<file path="src/rtl/sys_ctrl_pkg.sv">
// Shared definitions for the UART command controller: opcodes, FSM states
// and the fixed register-file slots used for ALU operands.
package sys_ctrl_pkg;

    localparam logic [7:0] CMD_RF_WR   = 8'hAA;
    localparam logic [7:0] CMD_RF_RD   = 8'hBB;
    localparam logic [7:0] CMD_ALU_OP  = 8'hCC;
    localparam logic [7:0] CMD_ALU_NOP = 8'hDD;

    localparam int OPA_ADDR = 0;
    localparam int OPB_ADDR = 1;

    typedef enum logic [3:0] {
        ST_IDLE,
        ST_WR_ADDR,
        ST_WR_DATA,
        ST_RD_ADDR,
        ST_RD_WAIT,
        ST_OP_A,
        ST_OP_B,
        ST_ALU_FUN,
        ST_ALU_WAIT,
        ST_SEND_LO,
        ST_SEND_HI
    } state_t;

    // States that consume command bytes; any other state discards incoming bytes.
    function automatic logic is_collecting(input state_t s);
        return (s == ST_IDLE)  || (s == ST_WR_ADDR) || (s == ST_WR_DATA) ||
               (s == ST_RD_ADDR) || (s == ST_OP_A) || (s == ST_OP_B) ||
               (s == ST_ALU_FUN);
    endfunction

    function automatic logic is_opcode(input logic [7:0] b);
        return (b == CMD_RF_WR) || (b == CMD_RF_RD) ||
               (b == CMD_ALU_OP) || (b == CMD_ALU_NOP);
    endfunction

endpackage

</file>
<file path="src/rtl/rx_cmd_ctrl.sv">
// Decodes framed UART commands into register-file writes/reads and ALU runs,
// and streams read data / ALU results (low byte first) into the TX FIFO.
module rx_cmd_ctrl
    import sys_ctrl_pkg::*;
#(
    parameter int DATA_WIDTH    = 8,
    parameter int ADDR_WIDTH    = 4,
    parameter int ALU_OUT_WIDTH = 16
) (
    input  logic                     CLK,
    input  logic                     RST,
    input  logic [DATA_WIDTH-1:0]    RX_P_DATA,
    input  logic                     RX_D_VLD,
    input  logic                     RX_PAR_ERR,
    input  logic                     RX_STP_ERR,
    output logic                     RF_WrEn,
    output logic                     RF_RdEn,
    output logic [ADDR_WIDTH-1:0]    RF_Address,
    output logic [DATA_WIDTH-1:0]    RF_WrData,
    input  logic [DATA_WIDTH-1:0]    RF_RdData,
    input  logic                     RF_RdData_VLD,
    output logic                     ALU_EN,
    output logic [3:0]               ALU_FUN,
    input  logic [ALU_OUT_WIDTH-1:0] ALU_OUT,
    input  logic                     ALU_OUT_VLD,
    output logic                     CLK_GATE_EN,
    input  logic                     FIFO_FULL,
    output logic                     WR_INC,
    output logic [DATA_WIDTH-1:0]    WR_DATA,
    output logic                     CMD_DROP
);

    state_t                   state, state_nx;
    logic                     alu_path, alu_nx;
    logic                     pending, pending_nx;
    logic [ALU_OUT_WIDTH-1:0] result, result_nx;

    logic                     rf_wr_en_nx, rf_rd_en_nx, alu_en_nx, wr_inc_nx, cmd_drop_nx;
    logic                     clk_gate_nx;
    logic [ADDR_WIDTH-1:0]    rf_addr_nx;
    logic [DATA_WIDTH-1:0]    rf_wr_data_nx, wr_data_nx;
    logic [3:0]               alu_fun_nx;

    logic acc, err;
    assign acc = RX_D_VLD & ~RX_PAR_ERR & ~RX_STP_ERR;
    assign err = RX_D_VLD & (RX_PAR_ERR | RX_STP_ERR);

    // State register; every output is registered here so strobes are glitch-free.
    // NOTE: non-blocking assignments keep all flops updating from the same pre-edge values.
    always_ff @(posedge CLK or posedge RST) begin
        if (RST) begin
            state       <= ST_IDLE;
            alu_path    <= 1'b0;
            pending     <= 1'b0;
            result      <= '0;
            RF_WrEn     <= 1'b0;
            RF_RdEn     <= 1'b0;
            RF_Address  <= '0;
            RF_WrData   <= '0;
            ALU_EN      <= 1'b0;
            ALU_FUN     <= '0;
            CLK_GATE_EN <= 1'b0;
            WR_INC      <= 1'b0;
            WR_DATA     <= '0;
            CMD_DROP    <= 1'b0;
        end else begin
            state       <= state_nx;
            alu_path    <= alu_nx;
            pending     <= pending_nx;
            result      <= result_nx;
            RF_WrEn     <= rf_wr_en_nx;
            RF_RdEn     <= rf_rd_en_nx;
            RF_Address  <= rf_addr_nx;
            RF_WrData   <= rf_wr_data_nx;
            ALU_EN      <= alu_en_nx;
            ALU_FUN     <= alu_fun_nx;
            CLK_GATE_EN <= clk_gate_nx;
            WR_INC      <= wr_inc_nx;
            WR_DATA     <= wr_data_nx;
            CMD_DROP    <= cmd_drop_nx;
        end
    end

    // Next-state logic. An errored byte in a collecting state aborts to IDLE.
    // NOTE: defaults at the top of each always_comb prevent latch inference.
    always_comb begin
        state_nx = state;
        alu_nx   = alu_path;
        case (state)
            ST_IDLE: begin
                if (acc) begin
                    case (RX_P_DATA)
                        CMD_RF_WR:   state_nx = ST_WR_ADDR;
                        CMD_RF_RD:   state_nx = ST_RD_ADDR;
                        CMD_ALU_OP:  begin state_nx = ST_OP_A;    alu_nx = 1'b1; end
                        CMD_ALU_NOP: begin state_nx = ST_ALU_FUN; alu_nx = 1'b1; end
                        default:     state_nx = ST_IDLE;
                    endcase
                end
            end
            ST_WR_ADDR:  if (RX_D_VLD) state_nx = acc ? ST_WR_DATA  : ST_IDLE;
            ST_WR_DATA:  if (RX_D_VLD) state_nx = ST_IDLE;
            ST_RD_ADDR:  if (RX_D_VLD) state_nx = acc ? ST_RD_WAIT  : ST_IDLE;
            ST_OP_A:     if (RX_D_VLD) state_nx = acc ? ST_OP_B     : ST_IDLE;
            ST_OP_B:     if (RX_D_VLD) state_nx = acc ? ST_ALU_FUN  : ST_IDLE;
            ST_ALU_FUN:  if (RX_D_VLD) state_nx = acc ? ST_ALU_WAIT : ST_IDLE;
            ST_RD_WAIT:  if (RF_RdData_VLD) state_nx = ST_SEND_LO;
            ST_ALU_WAIT: if (ALU_OUT_VLD)   state_nx = ST_SEND_LO;
            ST_SEND_LO:  if (!pending) state_nx = alu_path ? ST_SEND_HI : ST_IDLE;
            ST_SEND_HI:  if (!pending) state_nx = ST_IDLE;
            default:     state_nx = ST_IDLE;
        endcase
        if (state_nx == ST_IDLE) alu_nx = 1'b0;
    end

    // Output logic: next values of the registered outputs. `pending` marks a
    // SEND state whose byte has not yet been pushed because the FIFO was full.
    always_comb begin
        rf_wr_en_nx   = 1'b0;
        rf_rd_en_nx   = 1'b0;
        alu_en_nx     = 1'b0;
        wr_inc_nx     = 1'b0;
        rf_addr_nx    = RF_Address;
        rf_wr_data_nx = RF_WrData;
        alu_fun_nx    = ALU_FUN;
        wr_data_nx    = WR_DATA;
        result_nx     = result;
        pending_nx    = pending;

        if (is_collecting(state))
            cmd_drop_nx = err | ((state == ST_IDLE) && acc && !is_opcode(RX_P_DATA));
        else
            cmd_drop_nx = RX_D_VLD;

        clk_gate_nx = (state_nx == ST_ALU_FUN) || (state_nx == ST_ALU_WAIT) ||
                      (alu_nx && ((state_nx == ST_SEND_LO) || (state_nx == ST_SEND_HI)));

        case (state)
            ST_WR_ADDR: if (acc) rf_addr_nx = RX_P_DATA[ADDR_WIDTH-1:0];
            ST_WR_DATA: if (acc) begin
                rf_wr_data_nx = RX_P_DATA;
                rf_wr_en_nx   = 1'b1;
            end
            ST_RD_ADDR: if (acc) begin
                rf_addr_nx  = RX_P_DATA[ADDR_WIDTH-1:0];
                rf_rd_en_nx = 1'b1;
            end
            ST_OP_A, ST_OP_B: if (acc) begin
                rf_addr_nx    = (state == ST_OP_A) ? ADDR_WIDTH'(OPA_ADDR) : ADDR_WIDTH'(OPB_ADDR);
                rf_wr_data_nx = RX_P_DATA;
                rf_wr_en_nx   = 1'b1;
            end
            ST_ALU_FUN: if (acc) begin
                alu_fun_nx = RX_P_DATA[3:0];
                alu_en_nx  = 1'b1;
            end
            ST_RD_WAIT: if (RF_RdData_VLD) begin
                result_nx  = ALU_OUT_WIDTH'(RF_RdData);
                wr_data_nx = RF_RdData;
                wr_inc_nx  = !FIFO_FULL;
                pending_nx = FIFO_FULL;
            end
            ST_ALU_WAIT: if (ALU_OUT_VLD) begin
                result_nx  = ALU_OUT;
                wr_data_nx = ALU_OUT[DATA_WIDTH-1:0];
                wr_inc_nx  = !FIFO_FULL;
                pending_nx = FIFO_FULL;
            end
            ST_SEND_LO: begin
                if (pending) begin
                    if (!FIFO_FULL) begin
                        wr_data_nx = result[DATA_WIDTH-1:0];
                        wr_inc_nx  = 1'b1;
                        pending_nx = 1'b0;
                    end
                end else if (alu_path) begin
                    wr_data_nx = result[ALU_OUT_WIDTH-1:DATA_WIDTH];
                    wr_inc_nx  = !FIFO_FULL;
                    pending_nx = FIFO_FULL;
                end
            end
            ST_SEND_HI: if (pending && !FIFO_FULL) begin
                wr_data_nx = result[ALU_OUT_WIDTH-1:DATA_WIDTH];
                wr_inc_nx  = 1'b1;
                pending_nx = 1'b0;
            end
            default: ;
        endcase
    end

endmodule

</file>
<file path="config.mk">
export PLATFORM = sky130hd
export DESIGN_NAME = rx_cmd_ctrl
export DESIGN_NICKNAME = d
export VERILOG_FILES = /design/src/rtl/sys_ctrl_pkg.sv /design/src/rtl/rx_cmd_ctrl.sv
export SDC_FILE = /design/constraint.sdc
export NUM_CORES = 1
export LEC_CHECK = 0
export CAP_MARGIN = 5
export CORE_AREA = 3 3 99 101
export DETAILED_ROUTE_END_ITERATION = 6
export DIE_AREA = 0 0 102 104
export RECOVER_POWER = 25
export SETUP_SLACK_MARGIN = 0.2
export SLEW_MARGIN = 20
export SYNTH_ARGS = -nofsm -noshare
export SYNTH_HDL_FRONTEND = slang
export SYNTH_SLANG_ARGS = --single-unit
</file>
<file path="constraint.sdc">
create_clock -name CLK -period 2.4 [get_ports CLK]
set_clock_uncertainty 0.2 [all_clocks]
set_input_delay 0.48 -clock CLK [delete_from_list [all_inputs] [get_ports CLK]]
set_output_delay 0.48 -clock CLK [all_outputs]
set_load 0.005 [all_outputs]
</file>
==> results.toml <==
[cts]
cts_hold_buf = 0
clockBufferDepth = 2
clk_latency_ns = 0.30
cts_tree = "done"
cts_buffers = 5
cts.clk_slew.worst_paths_ns = 0.09
cts_root_buf = "clkbuf_8"
htree_levels = 2
clock_sinks = 52

[synthesis]
synth_edf_count = 0
netlist.top_cell.by_area = "dfrtp_1"
synthArstFlopShare_pct = 100
synth_fa_ha_area_share_pct = 0.376
netlist_instances = 285
syn_area_mm2 = 0.00267
synth_top_family_by_area = "simple AND/OR/NAND/NOR gates"
yosys_register_bits = 52
synth_compound_area_share_pct = 17.8
synthXorXnorAreaFrac_pct = 0.657
syn-num-nets = 325
yosys_warnings = 0
yosysSeqAreaShare_pct = 48.8
synthMuxAreaShare_pct = 9.20
synth.distinct_cells = 44
yosys_most_used_dff = "dfrtp_1"
synth_area_leaders = "dfrtp_1 (49%), nand2_1 (6.1%), o21ai_0 (5.3%)"
synth_area_per_cell_um2 = 9.35
synth-simple-area-share_pct = 19.8
synth_top_area_share_pct = 48.8

[min_path]
hp-start = "result[11]$_DFFE_PP0P_"
hold_depth = 2
whs_endpoint = "result[11]$_DFFE_PP0P_"
hold_path_class = "reg2reg"

[sta]
slew_headroom_pct = 14.1
finalCritPeriodShare_pct = 92.1
rsz0062_at_grt = "yes"
finalHoldViolations = 0
min_period_ns = 2.21
worst_pin_slew_ns = 1.29
fmax_mhz = 453
slew_violations = 0
setup_viol = 0

[final_layout]
area.growth.synth_to_final_pct = 43.2
drive_gt1_share_pct = 18.5
final_util_pct = 41.9
final_common_cell = "clkdlybuf4s50_1"
area.sequential_mm2 = 0.00130
fillerInstances = 892
multiInputGateArea_mm2 = 0.00130
nets = 420
layout_common_cells = "clkdlybuf4s50_1 (62), dfrtp_1 (51), nand2_1 (43)"
antennaDiodeCount = 0

[placed_design]
numPortBuffers = 69
gp_congestion = 0.847
dpl.hpwl_mm = 5.68

[setup_path]
cp_max_fo = 4
startpoint_type = "flop"
rr_endpoint = "CLK_GATE_EN$_DFF_PP0_"
worst-endpoint-arrival_ns = 2.21
required_ns = 2.40
worstReg2RegStart = "state[3]$_DFF_PP0_"
end_kind = "flop"
ff2ff_setup_slack_ns = 0.19
criticalPathCategory = "reg2reg"
rr_worst_depth = 6

[floorplanning]
dieArea_mm2 = 0.0106
start_util_pct = 29.3
die_width_um = 102
die_y_um = 104
num_rows = 35
boundaryPins = 70
core_area_mm2 = 0.00911

[power_and_ir_drop]
combinationalPowerShare_pct = 37.8
p_switching_mw = 0.922
p_clk_share_pct = 20.6
seqPwrFrac_pct = 41.6
p_per_area_mw_per_mm2 = 739
leakage_nw = 1.68
total_power_mw = 2.82
peakVddDrop_mv = 0.263
sw_frac_of_total_pct = 32.7
intPower_mw = 1.90

[global_routing]
grt_max_degree = 53
grt_pass1_wl_mm = 12.2
track_usage_pct = 14.3
grt-ovfl-total = 0
grt_util_met2_pct = 22.5
met3_usage_pct = 2.62
top_usage_layer = "met2"
grt_use_met1_pct = 19.9
antenna_found_initial = 0
grt_pass1_vias = 2444

[job]
drv_cap = 0

[route]
drt_wl_total_mm = 7.40
drtPass1Iterations = 4
dr_total_vias = 2439
detail_route.iter0.violations = 229
vias_per_cell = 4.98
post_drt_wl_per_cell_um = 15.1
antenna_left = 0
drc_errors = 0

[run_status]
status = "completed"
-- power groups by stage --
stage | registers, mW | clock network (mW) | logic [mW]
2_1_floorplan | 1.17 | 0 | 0.596
3_3_place_gp | 1.19 | 0 | 1.05
3_5_place_dp | 1.20 | 0 | 1.06
4_1_cts | 1.18 | 0.596 | 1.07
5_1_grt | 1.20 | 0.635 | 1.19
6_report | 1.18 | 0.581 | 1.07
-- metrics by stage --
| stage | instances | hold WS, ns | cell area [µm²] | setup WS [ns] | setup TNS [ns] |
|---|---|---|---|---|---|
| floorplan | 285 | 0.239 | 2680 | 0.180 | 0 |
| global placement | 483 | 0.258 | 3720 | -0.272 | -2.49 |
| detailed placement | 483 | 0.272 | 3720 | -0.312 | -2.91 |
| CTS | 490 | 0.294 | 3830 | 0.152 | 0 |
| global route | 490 | 0.319 | 3820 | 0.0989 | 0 |
| finish | 490 | 0.283 | 3820 | 0.191 | 0 |
-- how the worst max path moves through the flow --
stage / depth (start not counted) / start / slack (ns) / to
2_1_floorplan: 6 / RX_STP_ERR / 0.18 / CLK_GATE_EN$_DFF_PP0_
3_3_place_gp: 6 / RX_STP_ERR / -0.27 / CLK_GATE_EN$_DFF_PP0_
3_5_place_dp: 7 / RX_STP_ERR / -0.31 / CLK_GATE_EN$_DFF_PP0_
4_1_cts: 6 / state[3]$_DFF_PP0_ / 0.15 / CLK_GATE_EN$_DFF_PP0_
5_1_grt: 3 / RST / 0.1 / state[1]$_DFF_PP0_
6_report: 6 / state[3]$_DFF_PP0_ / 0.19 / CLK_GATE_EN$_DFF_PP0_
-- cell type report --
class                           count  share of cell area, %
Sequential cell                    52                   34.1
Multi-Input combinational cell    212                   34.1
Timing Repair Buffer              104                   25.1
Tap cell                          111                   3.64
Clock buffer                        5                   1.80
Clock inverter                      1                  0.787
Inverter                            5                  0.492
-- cell usage after synthesis, types with 4 or more instances --
| cell | count |
|---|---|
| dfrtp_1 | 52 |
| nand2_1 | 43 |
| o21ai_0 | 28 |
| a21oi_1 | 23 |
| nor2_1 | 19 |
| mux2_2 | 12 |
| mux2i_1 | 11 |
| clkbuf_1 | 10 |
| nand3_1 | 10 |
| nor2b_1 | 6 |
| inv_1 | 5 |
| nand2b_1 | 5 |
| nor3_1 | 5 |
| o22ai_1 | 5 |
| a22oi_1 | 4 |
-- cell families (layout without fill, tap and decap cells) --
logic type | Yosys count | after routing
and+or+nand+nor | 106 | 106
buffers and inverters | 21 | 115
xor gates and xnor gates | 2 | 2
muxes | 23 | 23
AOI/OAI and AO/OA | 80 | 80
adders and majority gates | 1 | 1
DFF | 52 | 52
-- flip-flops by register name, indices dropped and copies added, names as in the netlist --
signal	flops
result	16
RF_WrData	8
WR_DATA	8
ALU_FUN	4
RF_Address	4
state	4
ALU_EN	1
CLK_GATE_EN	1
CMD_DROP	1
RF_RdEn	1
RF_WrEn	1
WR_INC	1
alu_path	1
pending	1
-- critical path, cell delays in order (launching register included) --
cell and delay (ns):
dfrtp_1 0.42, or4b_4 0.50, or3_4 0.40, nor3_2 0.17
or4_4 0.16, o21ai_2 0.04, a32o_1 0.21
-- timing repair --
item,CTS,global route
pin swaps,7,1
setup buffers,1,0
resized for setup,12,2
setup endpoints to repair,12,4
gates cloned,0,0
-- layer usage --
layer  routed length [µm]  share of wire (%)
met5                    0                  0
met4                  115                1.6
met3                  333                4.5
met2                 3510                 47
met1                 3440                 47
(Power assumes the default switching activity.)
